$ cat src/rtl/kyber_pkg.sv
// Shared Kyber datapath definitions: modulus, polynomial length, coefficient
// and field-width types, and the byte decoder state encoding.
package kyber_pkg;

  localparam int Q = 3329;
  localparam int N = 256;

  typedef logic [15:0] coef_t;
  typedef logic [3:0]  dsel_t;

  typedef enum logic {
    IDLE = 1'b0,
    RUN  = 1'b1
  } bd_state_e;

endpackage

$ cat src/rtl/byte_decode_unpacker_if.sv
// Control, packed-byte input and coefficient output bundle of the byte decoder.
// The master side drives start/bytes/out_ready; the slave side is the decoder.
interface byte_decode_unpacker_if;
  import kyber_pkg::*;

  logic       start;
  dsel_t      d_sel;
  logic       in_valid;
  logic       in_ready;
  logic [7:0] in_byte;
  logic       out_valid;
  logic       out_ready;
  coef_t      out_coef;
  coef_t      out_d;
  logic       out_last;
  logic       busy;
  logic       done;
  logic       err;

  modport master (
    output start, d_sel, in_valid, in_byte, out_ready,
    input  in_ready, out_valid, out_coef, out_d, out_last, busy, done, err
  );

  modport slave (
    input  start, d_sel, in_valid, in_byte, out_ready,
    output in_ready, out_valid, out_coef, out_d, out_last, busy, done, err
  );

endinterface

$ cat src/rtl/bd_bit_buffer.sv
// LSB-first bit accumulator: bytes are appended above the live bits and
// completed d-bit fields are shifted out from the bottom.
module bd_bit_buffer
  import kyber_pkg::*;
#(
  parameter int BUFW = 20
) (
  input  logic        clk,
  input  logic        rst_n,
  input  logic        clear,
  input  logic        wr_en,
  input  logic [7:0]  wr_byte,
  input  logic        shift_en,
  input  dsel_t       d,
  output logic [15:0] head,
  output logic [4:0]  bit_cnt
);

  logic [BUFW-1:0] buf_p0;

  // Bits at and above bit_cnt are always zero, so an OR performs the append.
  always_ff @(posedge clk or negedge rst_n) begin
    if (!rst_n) begin
      buf_p0  <= '0;
      bit_cnt <= '0;
    end else if (clear) begin
      buf_p0  <= '0;
      bit_cnt <= '0;
    end else if (wr_en) begin
      buf_p0  <= buf_p0 | (BUFW'(wr_byte) << bit_cnt);
      bit_cnt <= bit_cnt + 5'd8;
    end else if (shift_en) begin
      buf_p0  <= buf_p0 >> d;
      bit_cnt <= bit_cnt - 5'(d);
    end
  end

  assign head = buf_p0[15:0];

endmodule

$ cat src/rtl/byte_decode_unpacker.sv
// Streaming ByteDecode_d: unpacks 256 little-endian d-bit fields per polynomial.
// Optional BYTE_DECODE_REDUCE_EN folds d=12 fields >= Q down by one Q.
module byte_decode_unpacker #(
  parameter int Q    = kyber_pkg::Q,
  parameter int N    = kyber_pkg::N,
  parameter int BUFW = 20
) (
  input logic                   clk,
  input logic                   rst_n,
  byte_decode_unpacker_if.slave bus
);
  import kyber_pkg::*;

  // Widest legal field is the bit length of the modulus.
  localparam int DMAX = $clog2(Q);
  localparam int CW   = $clog2(N);

  bd_state_e     state, state_nxt;
  dsel_t         d_q;
  logic [CW-1:0] coef_cnt;
  logic [15:0]   head;
  logic [4:0]    bit_cnt;
  logic          done_q, err_q;
  logic          busy, in_rdy, vld_p0, in_hs, out_hs, last_idx;
  logic          start_idle, start_ok, start_bad;
  coef_t         raw;

  function automatic logic d_legal(input dsel_t d);
    return (d != 4'd0) && (int'(d) <= DMAX);
  endfunction

  function automatic coef_t field_extract(input logic [15:0] h, input dsel_t d);
    coef_t mask;
    mask = coef_t'((17'd1 << d) - 17'd1);
    return h & mask;
  endfunction

`ifdef BYTE_DECODE_REDUCE_EN
  function automatic coef_t reduce_q(input coef_t x, input dsel_t d);
    if ((d == 4'd12) && (x >= coef_t'(Q))) return x - coef_t'(Q);
    return x;
  endfunction
`endif

  assign busy       = (state == RUN);
  assign start_idle = (state == IDLE) && bus.start;
  assign start_ok   = start_idle && d_legal(bus.d_sel);
  assign start_bad  = start_idle && !d_legal(bus.d_sel);
  assign in_rdy     = busy && (bit_cnt < 5'(d_q));
  assign vld_p0     = busy && (bit_cnt >= 5'(d_q));
  assign in_hs      = bus.in_valid && in_rdy;
  assign out_hs     = vld_p0 && bus.out_ready;
  assign last_idx   = (coef_cnt == CW'(N - 1));

  always_comb begin
    state_nxt = state;
    case (state)
      IDLE:    if (start_ok) state_nxt = RUN;
      RUN:     if (out_hs && last_idx) state_nxt = IDLE;
      default: state_nxt = IDLE;
    endcase
  end

  always_ff @(posedge clk or negedge rst_n) begin
    if (!rst_n) begin
      state    <= IDLE;
      d_q      <= '0;
      coef_cnt <= '0;
      done_q   <= 1'b0;
      err_q    <= 1'b0;
    end else begin
      state  <= state_nxt;
      done_q <= out_hs && last_idx;
      err_q  <= start_bad;
      if (start_ok) begin
        d_q      <= bus.d_sel;
        coef_cnt <= '0;
      end else if (out_hs) begin
        coef_cnt <= coef_cnt + 1'b1;
      end
    end
  end

  bd_bit_buffer #(.BUFW(BUFW)) u_buf (
    .clk      (clk),
    .rst_n    (rst_n),
    .clear    (start_ok),
    .wr_en    (in_hs),
    .wr_byte  (bus.in_byte),
    .shift_en (out_hs),
    .d        (d_q),
    .head     (head),
    .bit_cnt  (bit_cnt)
  );

  // Output stage: field mask (and optional fold) straight off the buffer register.
  assign raw = field_extract(head, d_q);
`ifdef BYTE_DECODE_REDUCE_EN
  assign bus.out_coef = reduce_q(raw, d_q);
`else
  assign bus.out_coef = raw;
`endif

  assign bus.out_d     = coef_t'(d_q);
  assign bus.out_valid = vld_p0;
  assign bus.out_last  = vld_p0 && last_idx;
  assign bus.in_ready  = in_rdy;
  assign bus.busy      = busy;
  assign bus.done      = done_q;
  assign bus.err       = err_q;

endmodule

$ cat src/flat_wrapper.sv
// flat-port wrapper written by rule: the top's interface ports become plain ports
module byte_decode_unpacker_flat import kyber_pkg::*;
#(
  parameter int Q    = kyber_pkg::Q,
  parameter int N    = kyber_pkg::N,
  parameter int BUFW = 20
)
  (clk, rst_n, bus_start, bus_d_sel, bus_in_valid, bus_in_byte, bus_out_ready, bus_in_ready, bus_out_valid, bus_out_coef, bus_out_d, bus_out_last, bus_busy, bus_done, bus_err);
  byte_decode_unpacker_if bus_i ();
  input logic clk;
  input logic rst_n;
  input wire logic [$bits(bus_i.start)-1:0] bus_start;
  input wire logic [$bits(bus_i.d_sel)-1:0] bus_d_sel;
  input wire logic [$bits(bus_i.in_valid)-1:0] bus_in_valid;
  input wire logic [$bits(bus_i.in_byte)-1:0] bus_in_byte;
  input wire logic [$bits(bus_i.out_ready)-1:0] bus_out_ready;
  output wire logic [$bits(bus_i.in_ready)-1:0] bus_in_ready;
  output wire logic [$bits(bus_i.out_valid)-1:0] bus_out_valid;
  output wire logic [$bits(bus_i.out_coef)-1:0] bus_out_coef;
  output wire logic [$bits(bus_i.out_d)-1:0] bus_out_d;
  output wire logic [$bits(bus_i.out_last)-1:0] bus_out_last;
  output wire logic [$bits(bus_i.busy)-1:0] bus_busy;
  output wire logic [$bits(bus_i.done)-1:0] bus_done;
  output wire logic [$bits(bus_i.err)-1:0] bus_err;
  assign bus_i.start = bus_start;
  assign bus_i.d_sel = bus_d_sel;
  assign bus_i.in_valid = bus_in_valid;
  assign bus_i.in_byte = bus_in_byte;
  assign bus_i.out_ready = bus_out_ready;
  assign bus_in_ready = bus_i.in_ready;
  assign bus_out_valid = bus_i.out_valid;
  assign bus_out_coef = bus_i.out_coef;
  assign bus_out_d = bus_i.out_d;
  assign bus_out_last = bus_i.out_last;
  assign bus_busy = bus_i.busy;
  assign bus_done = bus_i.done;
  assign bus_err = bus_i.err;
  byte_decode_unpacker #(.Q(Q), .N(N), .BUFW(BUFW)) u_core (.clk(clk), .rst_n(rst_n), .bus(bus_i));
endmodule
$ cat config.mk
export PLATFORM = sky130hd
export DESIGN_NAME = byte_decode_unpacker_flat
export DESIGN_NICKNAME = d
export VERILOG_FILES = /design/src/rtl/kyber_pkg.sv /design/src/rtl/byte_decode_unpacker_if.sv /design/src/rtl/bd_bit_buffer.sv /design/src/rtl/byte_decode_unpacker.sv /design/src/flat_wrapper.sv
export SDC_FILE = /design/constraint.sdc
export NUM_CORES = 1
export LEC_CHECK = 0
export BUFFER_PORTS_ARGS = -buffer_cell sky130_fd_sc_hd__buf_2
export CAP_MARGIN = 20
export CORE_ASPECT_RATIO = 1.25
export CORE_MARGIN = 3
export CORE_UTILIZATION = 54
export CTS_CLUSTER_SIZE = 12
export DETAILED_ROUTE_END_ITERATION = 16
export GPL_TIMING_DRIVEN = 0
export PLACE_DENSITY = 0.76
export RECOVER_POWER = 100
export SLEW_MARGIN = 5
export SYNTH_ARGS = -nofsm -noshare
export SYNTH_HDL_FRONTEND = slang
export SYNTH_SLANG_ARGS = --single-unit
$ cat constraint.sdc
create_clock -name clk -period 4.33 [get_ports clk]
set_clock_uncertainty 0.05 [all_clocks]
set_input_delay 0.433 -clock clk [delete_from_list [all_inputs] [get_ports clk]]
set_output_delay 0.433 -clock clk [all_outputs]
set_load 0.005 [all_outputs]
==> results_dict.tcl, run 1 <==
set metrics [dict create \
    whs_ps 310.0 \
    die_x_um 80.59 \
    crit_path_start_kind "register" \
    holdBufCountCts 0 \
    slew_headroom_pct -45.95 \
    peakVddDrop_v 0.0004027 \
    critPathKind "register to primary output" \
    tightestPinTransition_ps 2189 \
    grt_antenna_before_repair 0 \
    final_common_cell "dfrtp_1" \
    grt_busiest_layer "met2" \
    layout-drive-gt1-share_pct 19.27 \
    mostFrequentLayoutCells "dfrtp_1, nand2_1, buf_2, nor2_1, clkbuf_1" \
    dpl_worst_slack_ps 769.4 \
    worstPathCellList "clkbuf_1, clkbuf_1, inv_2, clkbuf_1, ha_1, nand4_1, and2_0, a2111oi_2, clkbuf_1" \
    tritoncts "built" \
    cp.arrival_ps 3480 \
    use_met2_pct 52.61 \
    cp.required_ps 3850 \
    final-max-slew-violation-count 41 \
    syn_area_um2 3755 \
    intPower_mw 1.183 \
    seq_area_frac_synth_pct 26.66 \
    synth_edf_count 0 \
    critPathMostFrequentCell "clkbuf_1" \
    floorplan.die_area_um2 7996 \
    first_global_vias 3637 \
    yosysUniqueCellTypes 67 \
    grt_use_total_pct 30.79 \
    final-hold-violation-count 0 \
    cts_htree_levels 2 \
    p_leak_nw 1.743 \
    period_share_pct 91.56 \
    finalSetupViolations 0 \
    antenna_left 0 \
    use_met3_pct 4.348 \
    cp_slowest_cell "ha_1" \
    switching_share_pct 47.01 \
    drt_first_pass_iters 6 \
    root_buffer "clkbuf_8" \
    avgSynthCellArea_um2 8.672 \
    area_delta_synth_final_pct 11.16 \
    maxCapViolCount 1 \
    cp_top_family "buffers and inverters" \
    comb_power_share_pct 56.1 \
    p_per_area_nw_per_um2 534.9 \
    drc 0 \
    rsz0062_at_grt "false" \
    worst-path-buf-inv 5 \
    hp-class "input port to register" \
    power_switching_mw 1.050 \
    failed_checks "max-capacitance violations, max-slew violations" \
    drt-total-wl_um 12060 \
    synth_cells 433 \
    die_h_um 99.23 \
    post_cts_resized 0 \
    dp_hpwl_um 9212 \
    synthFlopType "dfrtp_1" \
    via_per_inst 6.543 \
    post_cts_buffers 0 \
    end_kind "primary output" \
    cts_buffer_depth 2 \
    wl_per_cell_um 20.79 \
    drtIter0Drc 395 \
    fill_cells 606 \
    io_pins 55 \
    yosysWarnings 0 \
    core-area_um2 6648 \
    dpl.cell_count 573 \
    crit_fanout 10 \
    insertion_delay_ps 300 \
    cpPeakStageDelay_ps 480 \
    final.min_clock_period_ps 3965 \
    seqPwrFrac_pct 32.9 \
    total_power_mw 2.232 \
    ys_seq_elements 40 \
    grt_pass1_wl_um 19050 \
    antennaDiodeCount 0 \
    cts_buffers 5 \
    fin_cells 580 \
    clkSinkCount 40 \
    use_met1_pct 38.41 \
    pwr-share-clk_pct 11.0 \
    outcome "finished, violations left" \
    grt-ovfl-total 0 \
    clkSlewWorstSetupHoldPaths_ps 80 \
    fin_nets 517 \
    setup_slack_ps 365.4 \
    tns_ps 0 \
    gp_congestion 0.9723 \
    io_buffers 41 \
    start_util_pct 56.48 \
    fmax_mhz 252.2 \
    async_flop_share_pct 100.0 \
    rows 33 \
    grt_max_degree 41 \
    dr_total_vias 3795 \
]
synth_stat cells (all sizes together), types with 3 or more instances:
| cell | count | share of area (%) |
|---|---|---|
| nor2b | 11 | 1.8 |
| a311oi | 8 | 1.9 |
| nor3 | 13 | 1.7 |
| inv | 10 | 1.0 |
| and2 | 5 | 0.83 |
| a21oi | 29 | 4.0 |
| o311a | 6 | 1.6 |
| a21o | 4 | 0.80 |
| a2111oi | 3 | 0.90 |
| clkbuf | 12 | 1.2 |
| nand2 | 38 | 3.8 |
| dfrtp | 40 | 27 |
| nand3b | 4 | 0.80 |
| mux4 | 13 | 7.9 |
| a211oi | 7 | 1.4 |
| ha | 6 | 2.0 |
| and3 | 7 | 1.2 |
| buf | 33 | 5.7 |
| nand2b | 4 | 0.67 |
| xnor2 | 4 | 0.93 |
| nor4 | 6 | 1.0 |
| o21ai | 27 | 3.6 |
| nand3 | 20 | 2.7 |
| a221oi | 5 | 1.2 |
| o22ai | 5 | 0.83 |
| nor2 | 32 | 3.2 |
| o211ai | 3 | 0.60 |
| o21a | 5 | 1.0 |
| mux2 | 15 | 4.6 |
| mux2i | 23 | 6.1 |
| nand4 | 3 | 0.50 |
worst reg2reg max path, stage by stage, from the launching register on:
cell and delay, ps:
dfrtp_1 350, clkbuf_1 300, clkbuf_1 460, inv_2 220, clkbuf_1 360, ha_1 470, o21ai_0 320, a21oi_2 160
o41a_1 510, buf_2 230, a311oi_1 290, a21oi_1 110
logic make-up (layout without fill, tap and decap cells):
family / Yosys count / after routing / share of synthesized area (%)
AND/OR/NAND/NOR: 151 / 151 / 19.93
AO/OA/AOI/OAI: 122 / 122 / 22.83
buffers and inverters: 55 / 103 / 7.931
multiplexers: 51 / 51 / 18.63
flip-flops: 40 / 40 / 26.66
adder cells (fa/ha/maj): 7 / 7 / 2.532
XOR/XNOR: 6 / 6 / 1.400
other: 1 / 13 / 0.09987
state kept, by name, indices dropped and copies added, names as in the netlist:
signal                flops
u_core.bus.busy           1
u_core.bus.done           1
u_core.bus.err            1
u_core.coef_cnt           8
u_core.d_q                4
u_core.u_buf.bit_cnt      5
u_core.u_buf.buf_p0      20
power groups by stage:
stage	logic [mW]	registers, mW	clock network, mW
floorplan	0.926	0.640	0
global placement	1.22	0.725	0
detailed placement	1.24	0.726	0
CTS	1.25	0.717	0.247
global route	1.37	0.748	0.263
finish	1.25	0.736	0.245
metal layers:
| layer | wire length [um] | up-vias |
|---|---|---|
| met3 | 831 | 46 |
| met2 | 6087 | 193 |
| li1 | - | 1746 |
| met5 | 0 | - |
| met4 | 484 | 0 |
| met1 | 4654 | 1810 |
stage by stage:
stage / instance area (um2) / util (%)
2_1_floorplan: 3800 / -
3_3_place_gp: 4114 / 61.89
3_5_place_dp: 4114 / 61.89
4_1_cts: 4195 / 63.11
5_1_grt: 4174 / 62.79
6_report: 4174 / 62.79
final timing paths:
| check | start | to | slack [ps] | cells after the start |
|---|---|---|---|---|
| min in group asynchronous | rst_n | u_core.bus.busy | 720 | 1 |
| worst min-delay path | bus_d_sel[0] | u_core.d_q[0] | 310 | 3 |
| worst max-delay path | u_core.d_q[2] | bus_out_last | 370 | 9 |
| worst min register to register | u_core.coef_cnt[5] | u_core.coef_cnt[5] | 420 | 1 |
| max in group asynchronous | rst_n | u_core.u_buf.buf_p0[2] | 2260 | 1 |
| worst max register to register | u_core.d_q[2] | u_core.u_buf.buf_p0[11] | 400 | 11 |
cell type report:
type                       count  area, um2  share of cell area (%)
multi-input combinational    350       2500                   59.89
tap                           87      108.9                   2.608
timing repair buffer          41      187.7                   4.496
sequential                    40       1001                   23.98
inverter                      10      37.54                  0.8993
clock buffer                   5      68.82                   1.649
clock inverter                 2      12.51                  0.2998
buffer                        45      257.7                   6.175
No activity file was read; power rests on OpenSTA's default activity.
==> run 2: changes to the inputs <==
CAP_MARGIN = not set   (was 20)
PLACE_DENSITY = 0.75   (was 0.76)
SYNTH_HIERARCHICAL = 1   (was not set)
==> run 2 against run 1 <==
  * The run still ends with max-capacitance violations, max-slew violations left
  * Area after synthesis grew 9.2%
  * Sequential cell count is the same
  * Clock-buffer cell count grew 1
  * Clock power grew 28%
  * Final cell count grew 11%
  * Via count grew 9.5%
  * Non-clock buffer count grew 16
  * Highest routed layer unchanged
==> results_dict.tcl, run 2 <==
set metrics [dict create \
    cts_htree_levels 2 \
    wl_per_cell_um 20.60 \
    setup_slack_ps 591.2 \
    outcome "finished, violations left" \
    period_share_pct 86.35 \
    finalSetupViolations 0 \
    grt_max_degree 41 \
    hp-class "input port to register" \
    drt_first_pass_iters 5 \
    grt_use_total_pct 31.13 \
    core-area_um2 7147 \
    cp.arrival_ps 3930 \
    synth_cells 492 \
    die_h_um 103.4 \
    final_common_cell "nand2_1" \
    peakVddDrop_v 0.0004320 \
    dr_total_vias 4156 \
    largest_register "u_core/u_buf/buf_p0" \
    drt-total-wl_um 13250 \
    rsz0062_at_grt "false" \
    area_delta_synth_final_pct 10.44 \
    clkSinkCount 40 \
    crit_fanout 10 \
    dp_hpwl_um 10170 \
    grt_pass1_wl_um 21250 \
    slew_headroom_pct -54.27 \
    critPathKind "register to register" \
    first_global_vias 4069 \
    drtIter0Drc 445 \
    final.min_clock_period_ps 3739 \
    final-hold-violation-count 0 \
    cts_buffers 5 \
    drc 0 \
    use_met2_pct 55.79 \
    floorplan.die_area_um2 8681 \
    grt_busiest_layer "met2" \
    grt_antenna_before_repair 0 \
    die_x_um 83.94 \
    via_per_inst 6.463 \
    avgSynthCellArea_um2 8.334 \
    post_cts_resized 0 \
    io_pins 55 \
    clkSlewWorstSetupHoldPaths_ps 90 \
    use_met1_pct 37.36 \
    io_buffers 41 \
    insertion_delay_ps 300 \
    p_per_area_nw_per_um2 820.0 \
    antenna_left 0 \
    antennaDiodeCount 0 \
    tightestPinTransition_ps 2314 \
    syn_area_um2 4100 \
    post_cts_buffers 0 \
    holdBufCountCts 0 \
    layout-drive-gt1-share_pct 19.89 \
    mostFrequentLayoutCells "nand2_1, nor2_1, dfrtp_1, clkbuf_1, o21ai_0" \
    start_util_pct 57.37 \
    root_buffer "clkbuf_8" \
    grt-ovfl-total 0 \
    maxCapViolCount 1 \
    tns_ps 0 \
    dpl_worst_slack_ps 742.8 \
    p_leak_nw 2.054 \
    failed_checks "max-capacitance violations, max-slew violations" \
    gp_congestion 1.022 \
    cp.required_ps 4520 \
    fin_nets 580 \
    cts_buffer_depth 2 \
    yosysWarnings 6 \
    end_kind "register" \
    tritoncts "built" \
    fmax_mhz 267.5 \
    final-max-slew-violation-count 41 \
    top_regs "u_core/u_buf/buf_p0 x20, u_core/coef_cnt x8, u_core/u_buf/bit_cnt x5" \
    use_met3_pct 3.803 \
    crit_path_start_kind "register" \
    rows 34 \
    largest_register_ffs 20 \
]
## run 2: cell count changes in the layout (fill, tap and decap cells not counted), moves of 7 or more
| cell | before | now |
|---|---|---|
| mux2i_1 | 23 | 34 |
| inv_1 | 7 | 14 |
| buf_4 | 15 | 30 |
| nand2b_1 | 4 | 12 |
| nor2_1 | 32 | 40 |
| o21ai_0 | 27 | 35 |
| nand3_1 | 20 | 13 |
## run 2: worst paths after layout
kind	from	endpoint	slack, ps	cells past startpoint
max	u_core/d_q[2]	u_core/u_buf/buf_p0[8]	590	14
min	bus_start	u_core/bus.err	340	3
max reg2reg	u_core/d_q[2]	u_core/u_buf/buf_p0[8]	590	14
min reg2reg	u_core/coef_cnt[6]	u_core/coef_cnt[6]	440	1
max in group asynchronous	rst_n	u_core/u_buf/buf_p0[14]	2140	1
min in group asynchronous	rst_n	u_core/u_buf/bit_cnt[0]	780	1
## run 2: cell type report
type,instances,area [um2]
Buffer,61,390.4
Clock buffer,6,72.57
Clock inverter,2,35.03
Fill cell,641,2619
Inverter,17,66.31
Multi-Input combinational cell,386,2660
Sequential cell,40,1001
Tap cell,90,112.6
Timing Repair Buffer,41,190.2
## run 2: through the flow
stage          total power, mW  hold slack (ps)  utilization, %  std cells  area, um2
6_report                 3.713            340.1           63.36        643       4528
5_1_grt                  3.987            336.2           63.36        643       4528
4_1_cts                  3.665            268.4           63.95        643       4571
3_5_place_dp             3.337            435.2           62.45        635       4463
3_3_place_gp             3.294            417.8           62.45        635       4463
2_1_floorplan            2.599            87.41               -        504       4145
## run 2: where the power goes
| group | internal (mW) | total (mW) | switching, mW |
|---|---|---|---|
| Sequential | 0.517 | 0.776 | 0.259 |
| Clock | 0.171 | 0.313 | 0.142 |
| Combinational | 1.10 | 2.62 | 1.53 |
## run 2: worst max-delay path, stage by stage, from the launching register on
cell and delay [ps]:
dfrtp_1 390, clkbuf_1 320, inv_1 150, ha_1 230, a211oi_1 270, and3_1 200, clkbuf_1 280, and3_1 210
clkbuf_1 340, nand2b_1 150, buf_2 190, nand2_1 120, clkbuf_1 270, o32ai_1 350, o22a_1 160
## run 2: layer usage
metal	vias up	wire [um]
li1	1874	-
met1	2016	5205
met2	215	6608
met3	51	856
met4	0	577
met5	-	0
==> run 3: changes to the inputs <==
--- a/constraint.sdc
+++ b/constraint.sdc
@@ -4,2 +4,2 @@
 set_output_delay 0.433 -clock clk [all_outputs]
-set_load 0.005 [all_outputs]
+set_load 0.1 [all_outputs]
==> run 3 against run 2 <==
  * The run still ends with max-capacitance violations, max-slew violations left
  * Register-to-register slack barely moved
  * Wire length fell by 1.8%
  * Utilization fell by 0.14 points
  * Global-route usage fell by 0.55 points
  * Sequential cell count did not move
  * Setup slack got worse by 4.3 ps
  * Hold slack got worse by 4.4 ps
  * Die area did not move
  * Sequential share of layout area barely moved
  * Cell area fell by 0.22%
  * Final cell count did not move
  * Critical endpoint unchanged
  * Largest cell class unchanged
==> results_dict.tcl, run 3 (synthesized netlist as in run 2, its figures left out) <==
set metrics [dict create \
    gp_congestion 1.026 \
    tightestPinTransition_ps 2235 \
    post_cts_buffers 0 \
    rows 34 \
    drtIter0Drc 368 \
    hold_end "u_core/bus.err" \
    min-delay-start "bus_start" \
    cpPeakStageDelay_ps 450 \
    fmax_mhz 267.2 \
    dpl.cell_count 635 \
    antenna_left 0 \
    fin_util_pct 63.22 \
    cp_slowest_cell "o21ai_0" \
    crit_path_start_kind "register" \
    insertion_delay_ps 300 \
    reg2reg_from "u_core/d_q[2]" \
    floorplan.die_area_um2 8681 \
    cp.arrival_ps 3930 \
    cp.required_ps 4520 \
    largest_register_ffs 20 \
    worst-path-buf-inv 5 \
    root_buffer "clkbuf_8" \
    slew_headroom_pct -48.97 \
    grt-ovfl-total 0 \
    cts_buffers 5 \
    timing.rr.end "u_core/u_buf/buf_p0[8]" \
    finalSetupViolations 0 \
    reg2reg_depth 13 \
    final-max-slew-violation-count 41 \
    clkSlewWorstSetupHoldPaths_ps 80 \
    drt-total-wl_um 13010 \
    top_regs "u_core/u_buf/buf_p0 x20, u_core/coef_cnt x8, u_core/u_buf/bit_cnt x5" \
    area_delta_synth_final_pct 10.19 \
    cts_buffer_depth 2 \
    r2r_slack_ps 590 \
    dp_hpwl_um 10060 \
    ff_latch_area_um2 1001 \
    io_pins 55 \
    min_path_cells 3 \
    grt_use_total_pct 30.57 \
    critPathMostFrequentCell "clkbuf_1" \
    failed_checks "max-capacitance violations, max-slew violations" \
    fin_cells 643 \
    tritoncts "built" \
    final_common_cell "clkbuf_1" \
    fin_nets 580 \
    layout-drive-gt1-share_pct 17.54 \
    maxCapViolCount 1 \
    period_share_pct 86.44 \
    die_x_um 83.94 \
    mostFrequentLayoutCells "clkbuf_1, nand2_1, nor2_1, dfrtp_1, o21ai_0" \
    via_per_inst 6.359 \
    wl_per_cell_um 20.23 \
    start_util_pct 57.37 \
    critPathKind "register to register" \
    rsz0062_at_grt "false" \
    drt_first_pass_iters 5 \
    grt_antenna_before_repair 0 \
    grt_max_degree 41 \
    drc 0 \
    antennaDiodeCount 0 \
    final-hold-violation-count 0 \
    stdcell_area_um2 4518 \
    hp-class "input port to register" \
    post_cts_resized 0 \
    cts_htree_levels 2 \
    largest_register "u_core/u_buf/buf_p0" \
    first_global_vias 4060 \
    core-area_um2 7147 \
    clkSinkCount 40 \
    io_buffers 41 \
    end_kind "register" \
    fill_cells 653 \
    holdBufCountCts 0 \
    final.min_clock_period_ps 3743 \
    worstPathCellList "clkbuf_1, inv_1, ha_1, a211oi_2, nand3_1, o21ai_0, inv_1, nand2b_1, clkbuf_1, nand2_1, clkbuf_1, o32ai_1, o22a_1" \
    dr_total_vias 4089 \
    outcome "finished, violations left" \
    post_dp_cell_area_um2 4467 \
    grt_pass1_wl_um 20890 \
    tns_ps 0 \
    crit_fanout 10 \
    multi_input_area_um2 2669 \
    cp_top_family "buffers and inverters" \
    die_h_um 103.4 \
]
## run 3: cell types whose count changed in the layout (fill, tap and decap cells not counted), sizes merged
cell / previous run / this run
buf: 67 / 53
clkbuf: 41 / 55
## run 3: per-layer routing
metal | part of all wire (%) | global-route usage (%) | routed length (um)
met1 | 39 | 36.27 | 5036
met3 | 6.6 | 5.071 | 863
met4 | 6.5 | 16.96 | 841
met5 | 0 | 0 | 0
met2 | 48 | 53.28 | 6268
## run 3: stage by stage
| stage | hold slack (ps) | setup slack [ps] |
|---|---|---|
| 3_5_place_dp | 427.5 | 770.0 |
| 5_1_grt | 347.6 | 302.0 |
| 6_report | 335.7 | 587.0 |
| 3_3_place_gp | 414.6 | 777.2 |
| 4_1_cts | 263.9 | 739.4 |
| 2_1_floorplan | 87.41 | -0.04530 |
## run 3: worst max-delay path by stage
stage	from	end	cells past startpoint
after floorplan	u_core/d_q[2]	bus_out_last	8
after global placement	u_core/d_q[2]	u_core/u_buf/buf_p0[6]	14
after detailed placement	u_core/d_q[2]	u_core/u_buf/buf_p0[6]	14
after CTS	u_core/d_q[2]	u_core/u_buf/buf_p0[6]	14
after global routing	u_core/d_q[2]	u_core/u_buf/buf_p0[4]	13
final	u_core/d_q[2]	u_core/u_buf/buf_p0[8]	13
## run 3: area by class of cell
cell class,count,area share [%]
inverter,17,1.468
clock inverter,2,0.7754
buffer,61,8.640
multi-input combinational,386,59.07
tap,90,2.492
timing repair buffer,41,3.794
clock buffer,6,1.606
sequential,40,22.15
## run 3: worst register-to-register path, cell delays in order, from the launching register on
cell and delay [ps]:
dfrtp_1 370, clkbuf_1 290, inv_1 160, ha_1 240, a211oi_2 220, nand3_1 190, o21ai_0 450, inv_1 270
nand2b_1 130, clkbuf_1 320, nand2_1 160, clkbuf_1 290, o32ai_1 380, o22a_1 170
Power of run 3 is not shown: default switching activity piles up to over one toggle a cycle in this logic, so the estimate is an artifact.
